[src/rtl/stopwatch_ctrl.sv]
// Exam stopwatch controller: prescaler, run/pause/lap/done FSM, BCD MM:SS.CC count.
// The display value is registered, so *_bcd trails the count and lap register by one clock.
module stopwatch_ctrl #(
  parameter int CLK_HZ  = 50_000_000,
  parameter int TICK_HZ = 100,
  parameter int MAX_MIN = 59
) (
  input  logic       clk,
  input  logic       rst,
  input  logic       start_stop,
  input  logic       lap,
  input  logic       clear,
  output logic       tick,
  output logic       running,
  output logic       lap_active,
  output logic       sat,
  output logic [7:0] min_bcd,
  output logic [7:0] sec_bcd,
  output logic [7:0] cs_bcd
);

  localparam int DIV = CLK_HZ / TICK_HZ;
  localparam int PW  = $clog2(DIV);
  localparam logic [PW-1:0] PMAX = PW'(DIV - 1);
  localparam logic [3:0] MAX_M1 = 4'(MAX_MIN / 10);
  localparam logic [3:0] MAX_M0 = 4'(MAX_MIN % 10);

  typedef enum logic [2:0] {IDLE, RUN, LAP, PAUSE, DONE} state_t;

  typedef struct packed {
    logic [3:0] min1;
    logic [3:0] min0;
    logic [3:0] sec1;
    logic [3:0] sec0;
    logic [3:0] cs1;
    logic [3:0] cs0;
  } bcd_t;

  state_t        state, next_state;
  logic [PW-1:0] presc;
  bcd_t          count, lap_reg, disp;
  logic          at_max, lap_cap;

  // Ripple carry through all six digits within one cycle.
  function automatic bcd_t bcd_inc(input bcd_t c);
    bcd_t n;
    n = c;
    if (c.cs0 != 4'd9) n.cs0 = c.cs0 + 4'd1;
    else begin
      n.cs0 = 4'd0;
      if (c.cs1 != 4'd9) n.cs1 = c.cs1 + 4'd1;
      else begin
        n.cs1 = 4'd0;
        if (c.sec0 != 4'd9) n.sec0 = c.sec0 + 4'd1;
        else begin
          n.sec0 = 4'd0;
          if (c.sec1 != 4'd5) n.sec1 = c.sec1 + 4'd1;
          else begin
            n.sec1 = 4'd0;
            if (c.min0 != 4'd9) n.min0 = c.min0 + 4'd1;
            else begin
              n.min0 = 4'd0;
              n.min1 = c.min1 + 4'd1;
            end
          end
        end
      end
    end
    return n;
  endfunction

  assign at_max = (count == {MAX_M1, MAX_M0, 16'h5999});

  always_ff @(posedge clk or posedge rst) begin
    if (rst) state <= IDLE;
    else     state <= next_state;
  end

  // A saturating tick wins over start_stop/lap because the increment is applied first.
  always_comb begin
    next_state = state;
    if (clear) next_state = IDLE;
    else begin
      case (state)
        IDLE, PAUSE: if (start_stop) next_state = RUN;
        RUN: begin
          if (tick && at_max)  next_state = DONE;
          else if (start_stop) next_state = PAUSE;
          else if (lap)        next_state = LAP;
        end
        LAP: begin
          if (tick && at_max)  next_state = DONE;
          else if (start_stop) next_state = PAUSE;
          else if (lap)        next_state = RUN;
        end
        DONE:    next_state = DONE;
        default: next_state = IDLE;
      endcase
    end
  end

  always_comb begin
    running    = 1'b0;
    lap_active = 1'b0;
    sat        = 1'b0;
    case (state)
      RUN:     running = 1'b1;
      LAP:     begin running = 1'b1; lap_active = 1'b1; end
      DONE:    sat = 1'b1;
      default: ;
    endcase
    tick = running && (presc == PMAX);
  end

  assign lap_cap = (state == RUN) && (next_state == LAP);

  always_ff @(posedge clk or posedge rst) begin
    if (rst) begin
      presc   <= '0;
      count   <= '0;
      lap_reg <= '0;
    end else if (clear) begin
      presc   <= '0;
      count   <= '0;
      lap_reg <= '0;
    end else begin
      if (running) presc <= tick ? '0 : presc + PW'(1);
      if (tick && !at_max) count <= bcd_inc(count);
      if (lap_cap) lap_reg <= count;
    end
  end

  always_ff @(posedge clk or posedge rst) begin
    if (rst) disp <= '0;
    else     disp <= (state == LAP) ? lap_reg : count;
  end

  assign min_bcd = {disp.min1, disp.min0};
  assign sec_bcd = {disp.sec1, disp.sec0};
  assign cs_bcd  = {disp.cs1, disp.cs0};

endmodule

[config.mk]
export PLATFORM = sky130hd
export DESIGN_NAME = stopwatch_ctrl
export DESIGN_NICKNAME = d
export VERILOG_FILES = /design/src/rtl/stopwatch_ctrl.sv
export SDC_FILE = /design/constraint.sdc
export NUM_CORES = 1
export LEC_CHECK = 0
export ABC_AREA = 0
export CAP_MARGIN = 40
export CORE_MARGIN = 3
export CORE_UTILIZATION = 30
export CTS_CLUSTER_DIAMETER = 30
export DETAILED_ROUTE_END_ITERATION = 8
export GPL_TIMING_DRIVEN = 0
export PLACE_DENSITY_LB_ADDON = 0.15
export SLEW_MARGIN = 30
export SYNTH_ARGS = -nofsm -noshare
export SYNTH_HDL_FRONTEND = slang
export SYNTH_SLANG_ARGS = --single-unit
[constraint.sdc]
create_clock -name clk -period 4.5 [get_ports clk]
set_input_delay 0.675 -clock clk [delete_from_list [all_inputs] [get_ports clk]]
set_output_delay 0.675 -clock clk [all_outputs]
set_load 0.02 [all_outputs]
==> reports/metrics.cfg, run 1 <==
[floorplan]
die_w_um=131
die_h_um=131
start_util=0.307
die_area_um2=17200
core_area_um2=15300
row_count=45
pin_count=33

[worst_setup_path]
crit_type=reg2out
cp.required_ns=3.83
crit_slowest_cell=clkdlybuf4s50_1
worstPathMaxFanout=9
arrival_ns=2.92
startpoint_type=flop
worstPathCellList=ha_1, nand4_1, nor4_4, nand2_1, inv_1, clkdlybuf4s50_1
cp_slowest_stage_delay_ns=0.60
r2r_slack_ns=1.49
crit_path_end_kind=output pin

[sta]
hold_violations=0
final_max_slew_viol_count=0
setup_ws_ns=0.910
relSlewSlack=0.514
finalSetupTns_ns=0
period_needed_ns=3.59
hold_ws_ns=0.488
setup_violations=0
max_slew.worst_pin.slew_ns=0.728
period_share=0.798
rsz0062_at_grt=no
clock-skew-final_ns=0.00750
fmax_ghz=0.279

[drt]
drt_iter0_drc=159
wire_per_inst_um=16.0
num_vias=3418
first_pass_iters=4
drcViolationCount=0
vias_per_cell=4.90
routed_wl_mm=11.1
final_antenna_net_count=0

[power_and_ir_drop]
power_density_nw_per_um2=314
p_total_w=0.00176
ir_drop_mv=0.192
p_leak_nw=2.30

[synthesis]
ys_ff_latch=94
postSynthCellCount=437
syn_area_um2=4690
yosysTopAreaCellShare=0.502
async_reset_ff_frac=1.00
synth-edff-count=0
ys_seq_area_frac=0.502
synth_most_common_cell=dfrtp_1
synth_top_cell_by_area=dfrtp_1
synth_flop_cell=dfrtp_1
syn-num-nets=455
ys_warn_count=0
synth_cell_types=46
synth_commonest_cells=dfrtp_1 (94), nand2_1 (35), o21ai_0 (28)
synth_area_leaders=dfrtp_1 (50%), mux2_2 (5.0%), mux2_4 (4.2%)
avgSynthCellArea_um2=10.7

[worst_hold_path]
hp-class=reg2reg

[placed_design]
placed_area_um2=5310
post-dp-hpwl_mm=7.61
io_buffers=32
place_ws_ns=1.32
globalplace.congestion=0.810

[layout]
layout-drive-gt1-share=0.119
synthToLayoutAreaGrowth_pct=19.9
antenna_cells=0
nets=499
post-route-cell-area_um2=5620

[status]
status=finished clean

[clock_network]
clkSinkCount=94
postCtsSetupBuffers=0
cts_tree=done
post_cts_resized=0
clockBufferDepth=2
clkSlewWorstSetupHoldPaths_ns=0.07
root_buffer=clkbuf_16
htreeDepth=3
hold_buffers=0
clock_latency_ns=0.35
cts_buffers=9

[grt]
antenna_found_initial=0
grt_pass1_vias=3368
grt.overflow.total=0
grt_max_degree=58
grtUsageTotal=0.137
grt_pass1_wl_mm=18.1

[flow_run]
cap_violations=0

==> layout by cell type, fill, tap and decap left out, types with 3 or more instances in the layout <==
master / count
or4_1: 13
mux2i_1: 8
nor2_1: 21
nand4_1: 8
ha_1: 13
o211ai_1: 4
nand3b_1: 6
xnor2_1: 12
o21ai_0: 28
clkbuf_1: 17
inv_1: 15
clkdlybuf4s50_1: 32
nor3b_1: 4
buf_6: 3
mux2_4: 13
a211oi_1: 3
nor4_1: 6
clkbuf_16: 9
nor2b_1: 21
a21oi_1: 25
nor3_1: 5
or3_1: 16
nand2_1: 35
mux2_2: 21
nand3_1: 12
o21a_1: 3
and3b_1: 5
dfrtp_1: 94
o31ai_1: 4
==> through the flow <==
stage / std cells / util
2_1_floorplan: 437 / -
3_3_place_gp: 680 / 0.346
3_5_place_dp: 681 / 0.348
4_1_cts: 697 / 0.368
5_1_grt: 697 / 0.368
6_report: 697 / 0.368
==> critical path, delay by kind of cell, from the launching register on <==
family        cells  cell delay, ns
simple gates      3            1.23
buf+inv           2            0.71
flops             1            0.41
fa+ha+maj         1            0.22
==> logic make-up after synthesis <==
group,Yosys count,synth area share
simple gates,164,0.203
flops,94,0.502
compound gates,74,0.0910
mux,42,0.109
buf+inv,36,0.0339
xor+xnor,14,0.0262
fa+ha+maj,13,0.0347
==> final timing paths <==
| check | start | endpoint | cells after the start |
|---|---|---|---|
| min reg2reg | lap_reg[17] | min_bcd[1] | 2 |
| max | presc[0] | tick | 6 |
| max in group asynchronous | rst | presc[16] | 3 |
| min in group asynchronous | rst | sec_bcd[6] | 2 |
| max reg2reg | presc[0] | lap_reg[8] | 8 |
| min | lap_reg[17] | min_bcd[1] | 2 |
==> final cells by class <==
cell class,count,area (µm²)
fill,1513,9640
sequential,94,2350
multi-input combinational,307,2180
timing repair buffer,33,348
tap,211,264
clock buffer,12,246
buffer,19,95.1
clock inverter,4,70.1
inverter,17,68.8
==> power by group <==
group,total [W],internal [W],leakage (nW),switching (W)
clock,0.000821,0.000501,0.157,0.000320
combinational,0.0000898,0.0000263,0.830,0.0000636
sequential,0.000853,0.000848,1.31,0.00000484
total,0.00176,0.00138,2.30,0.000389
==> per-layer routing <==
layer  vias to the layer above  wire length, µm  global-route usage
met3                        22              323              0.0264
met2                        60             5130               0.212
met5                         -                0                   0
met4                         0              312              0.0696
li1                       1650                -                   -
met1                      1686             5360               0.183
No activity file was read; power rests on OpenSTA's default activity.
==> run 2, diff against run 1 <==
- clock period: 4.5 -> 2.88 ns (I/O delays scaled with it)
==> reports/metrics.cfg, run 2 (same netlist as run 1, synthesis figures left out) <==
[status]
status=finished clean

[clock_network]
htreeDepth=3  ; unchanged
clock_latency_ns=0.35  ; about the same
clockBufferDepth=2  ; unchanged
cts_buffers=9  ; unchanged
root_buffer=clkbuf_16
clkSinkCount=94  ; unchanged
hold_buffers=0  ; unchanged
clkSlewWorstSetupHoldPaths_ns=0.06  ; about the same
cts_tree=done

[worst_setup_path]
crit_path_end_kind=output pin
cp.required_ns=2.45  ; -1.38 ns
startpoint_type=flop
r2r_slack_ns=0.26  ; -1.23 ns
arrival_ns=2.21  ; -0.71 ns
critical_path.startpoint=state[2]
r2r-start=count[9]
crit_type=reg2out
worstPathMaxFanout=10  ; +1

[drt]
wl_met2_mm=5.24  ; +2.2%
final_antenna_net_count=0  ; unchanged
drt_iter0_drc=187  ; +18%
wl_met1_mm=5.46  ; +1.9%
routed-wl-met3_um=289  ; -11%
num_vias=3453  ; +1.0%
first_pass_iters=4  ; unchanged
drcViolationCount=0  ; unchanged
wire_per_inst_um=16.0  ; +0.47%
vias_per_cell=4.90  ; about the same
routed_wl_mm=11.3  ; +1.5%
top_layer=met4

[power_and_ir_drop]
combPwrFrac=0.053  ; +0.002
ir_drop_mv=0.273  ; +42%
internal-power_w=0.00221  ; +60%
power_density_nw_per_um2=490  ; +56%
p_total_w=0.00282  ; +60%
seq_power_share=0.473  ; -0.011
p_sw_frac=0.217  ; -0.00336
power_frac_clock=0.474  ; +0.009
p_sw_w=0.000612  ; +57%
p_leak_nw=2.36  ; +2.8%

[layout]
utilization=0.377  ; +0.00853
layout-drive-gt1-share=0.144  ; +0.0247
nets=506  ; +1.4%
synthToLayoutAreaGrowth_pct=22.7
antenna_cells=0  ; unchanged
final_common_cell=dfrtp_1
layout_common_cells=dfrtp_1 (94), nand2_1 (34), clkdlybuf4s50_1 (31), o21ai_0 (28), a21oi_1 (25)

[sta]
finalSetupTns_ns=0  ; unchanged
period_share=0.917
period_needed_ns=2.64
relSlewSlack=0.523  ; +0.00873
rsz0062_at_grt=no
hold_violations=0  ; unchanged
setup_ws_ns=0.239  ; -0.671 ns
clock-skew-final_ns=0.00535  ; -0.00215 ns
max_slew.worst_pin.slew_ns=0.715  ; -0.0131 ns
setup_violations=0  ; unchanged
fmax_ghz=0.379
final_max_slew_viol_count=0  ; unchanged

[floorplan]
core_area_um2=15300  ; unchanged
pin_count=33  ; unchanged
die_h_um=131  ; unchanged
die_w_um=131  ; unchanged
start_util=0.307  ; unchanged
row_count=45  ; unchanged
die_area_um2=17200  ; unchanged

[grt]
grtUsageTotal=0.141  ; +0.00430
grt.overflow.total=0  ; unchanged
grt_pass1_wl_mm=18.6  ; +2.8%
grt_pass1_vias=3509  ; +4.2%
grt_max_degree=29  ; -50%
antenna_found_initial=0  ; unchanged

[placed_design]
place_ws_ns=-0.0991  ; -1.42 ns
globalplace.congestion=0.822  ; +1.6%
post-dp-hpwl_mm=7.81  ; +2.6%
io_buffers=32  ; unchanged

[flow_run]
cap_violations=0  ; unchanged

[worst_hold_path]
hp-class=in2async

## run 2: stage by stage
step,hold slack [ns],cell area (µm²),instances
after floorplan,0.450,4690,437
after global placement,0.470,5280,680
after detailed placement,0.472,5370,684
after CTS,0.319,5740,703
after global routing,0.331,5750,704
final,0.333,5750,704
## run 2: path summary, 6_finish.rpt
| check | to | depth (start not counted) |
|---|---|---|
| max in group asynchronous | state[1] | 5 |
| worst max register to register | count[15] | 9 |
| min in group clk | min_bcd[5] | 2 |
| worst max-delay path | lap_active | 4 |
| worst min register to register | min_bcd[5] | 2 |
| worst min-delay path | sec_bcd[6] | 2 |
## run 2: worst max-delay path, stage by stage, from the launching register on
cell             delay (ns)
dfrtp_1                0.36
clkbuf_1               0.24
nor2_2                 0.33
clkbuf_2               0.28
clkdlybuf4s50_1        0.64
## run 2: area by class of cell
cell class / instances / area, µm²
buffer: 19 / 100
clock buffer: 13 / 270
clock inverter: 3 / 65.1
fill: 1515 / 9510
inverter: 17 / 67.6
multi-input combinational: 307 / 2190
sequential: 94 / 2350
tap: 211 / 264
timing repair buffer: 40 / 444
## run 2: power groups by stage
stage | clock [W] | sequential (W) | combinational (W)
after floorplan | 0 | 0.00136 | 0.0000883
after global placement | 0 | 0.00136 | 0.000138
after detailed placement | 0 | 0.00136 | 0.000155
after CTS | 0.00138 | 0.00133 | 0.000156
after global routing | 0.00142 | 0.00133 | 0.000168
final | 0.00134 | 0.00133 | 0.000150
## run 2: timing repair
action / in CTS / in global routing
buffers inserted: 3 / 1
gates resized for setup: 5 / 3
pin swaps: 3 / 1
setup endpoints to repair: 19 / 23
## run 2: per-layer routing
metal | GRT usage | up-vias
met5 | 0 | -
met1 | 0.186 | 1714
met3 | 0.0264 | 18
met4 | 0.0696 | 0
li1 | - | 1670
met2 | 0.223 | 51
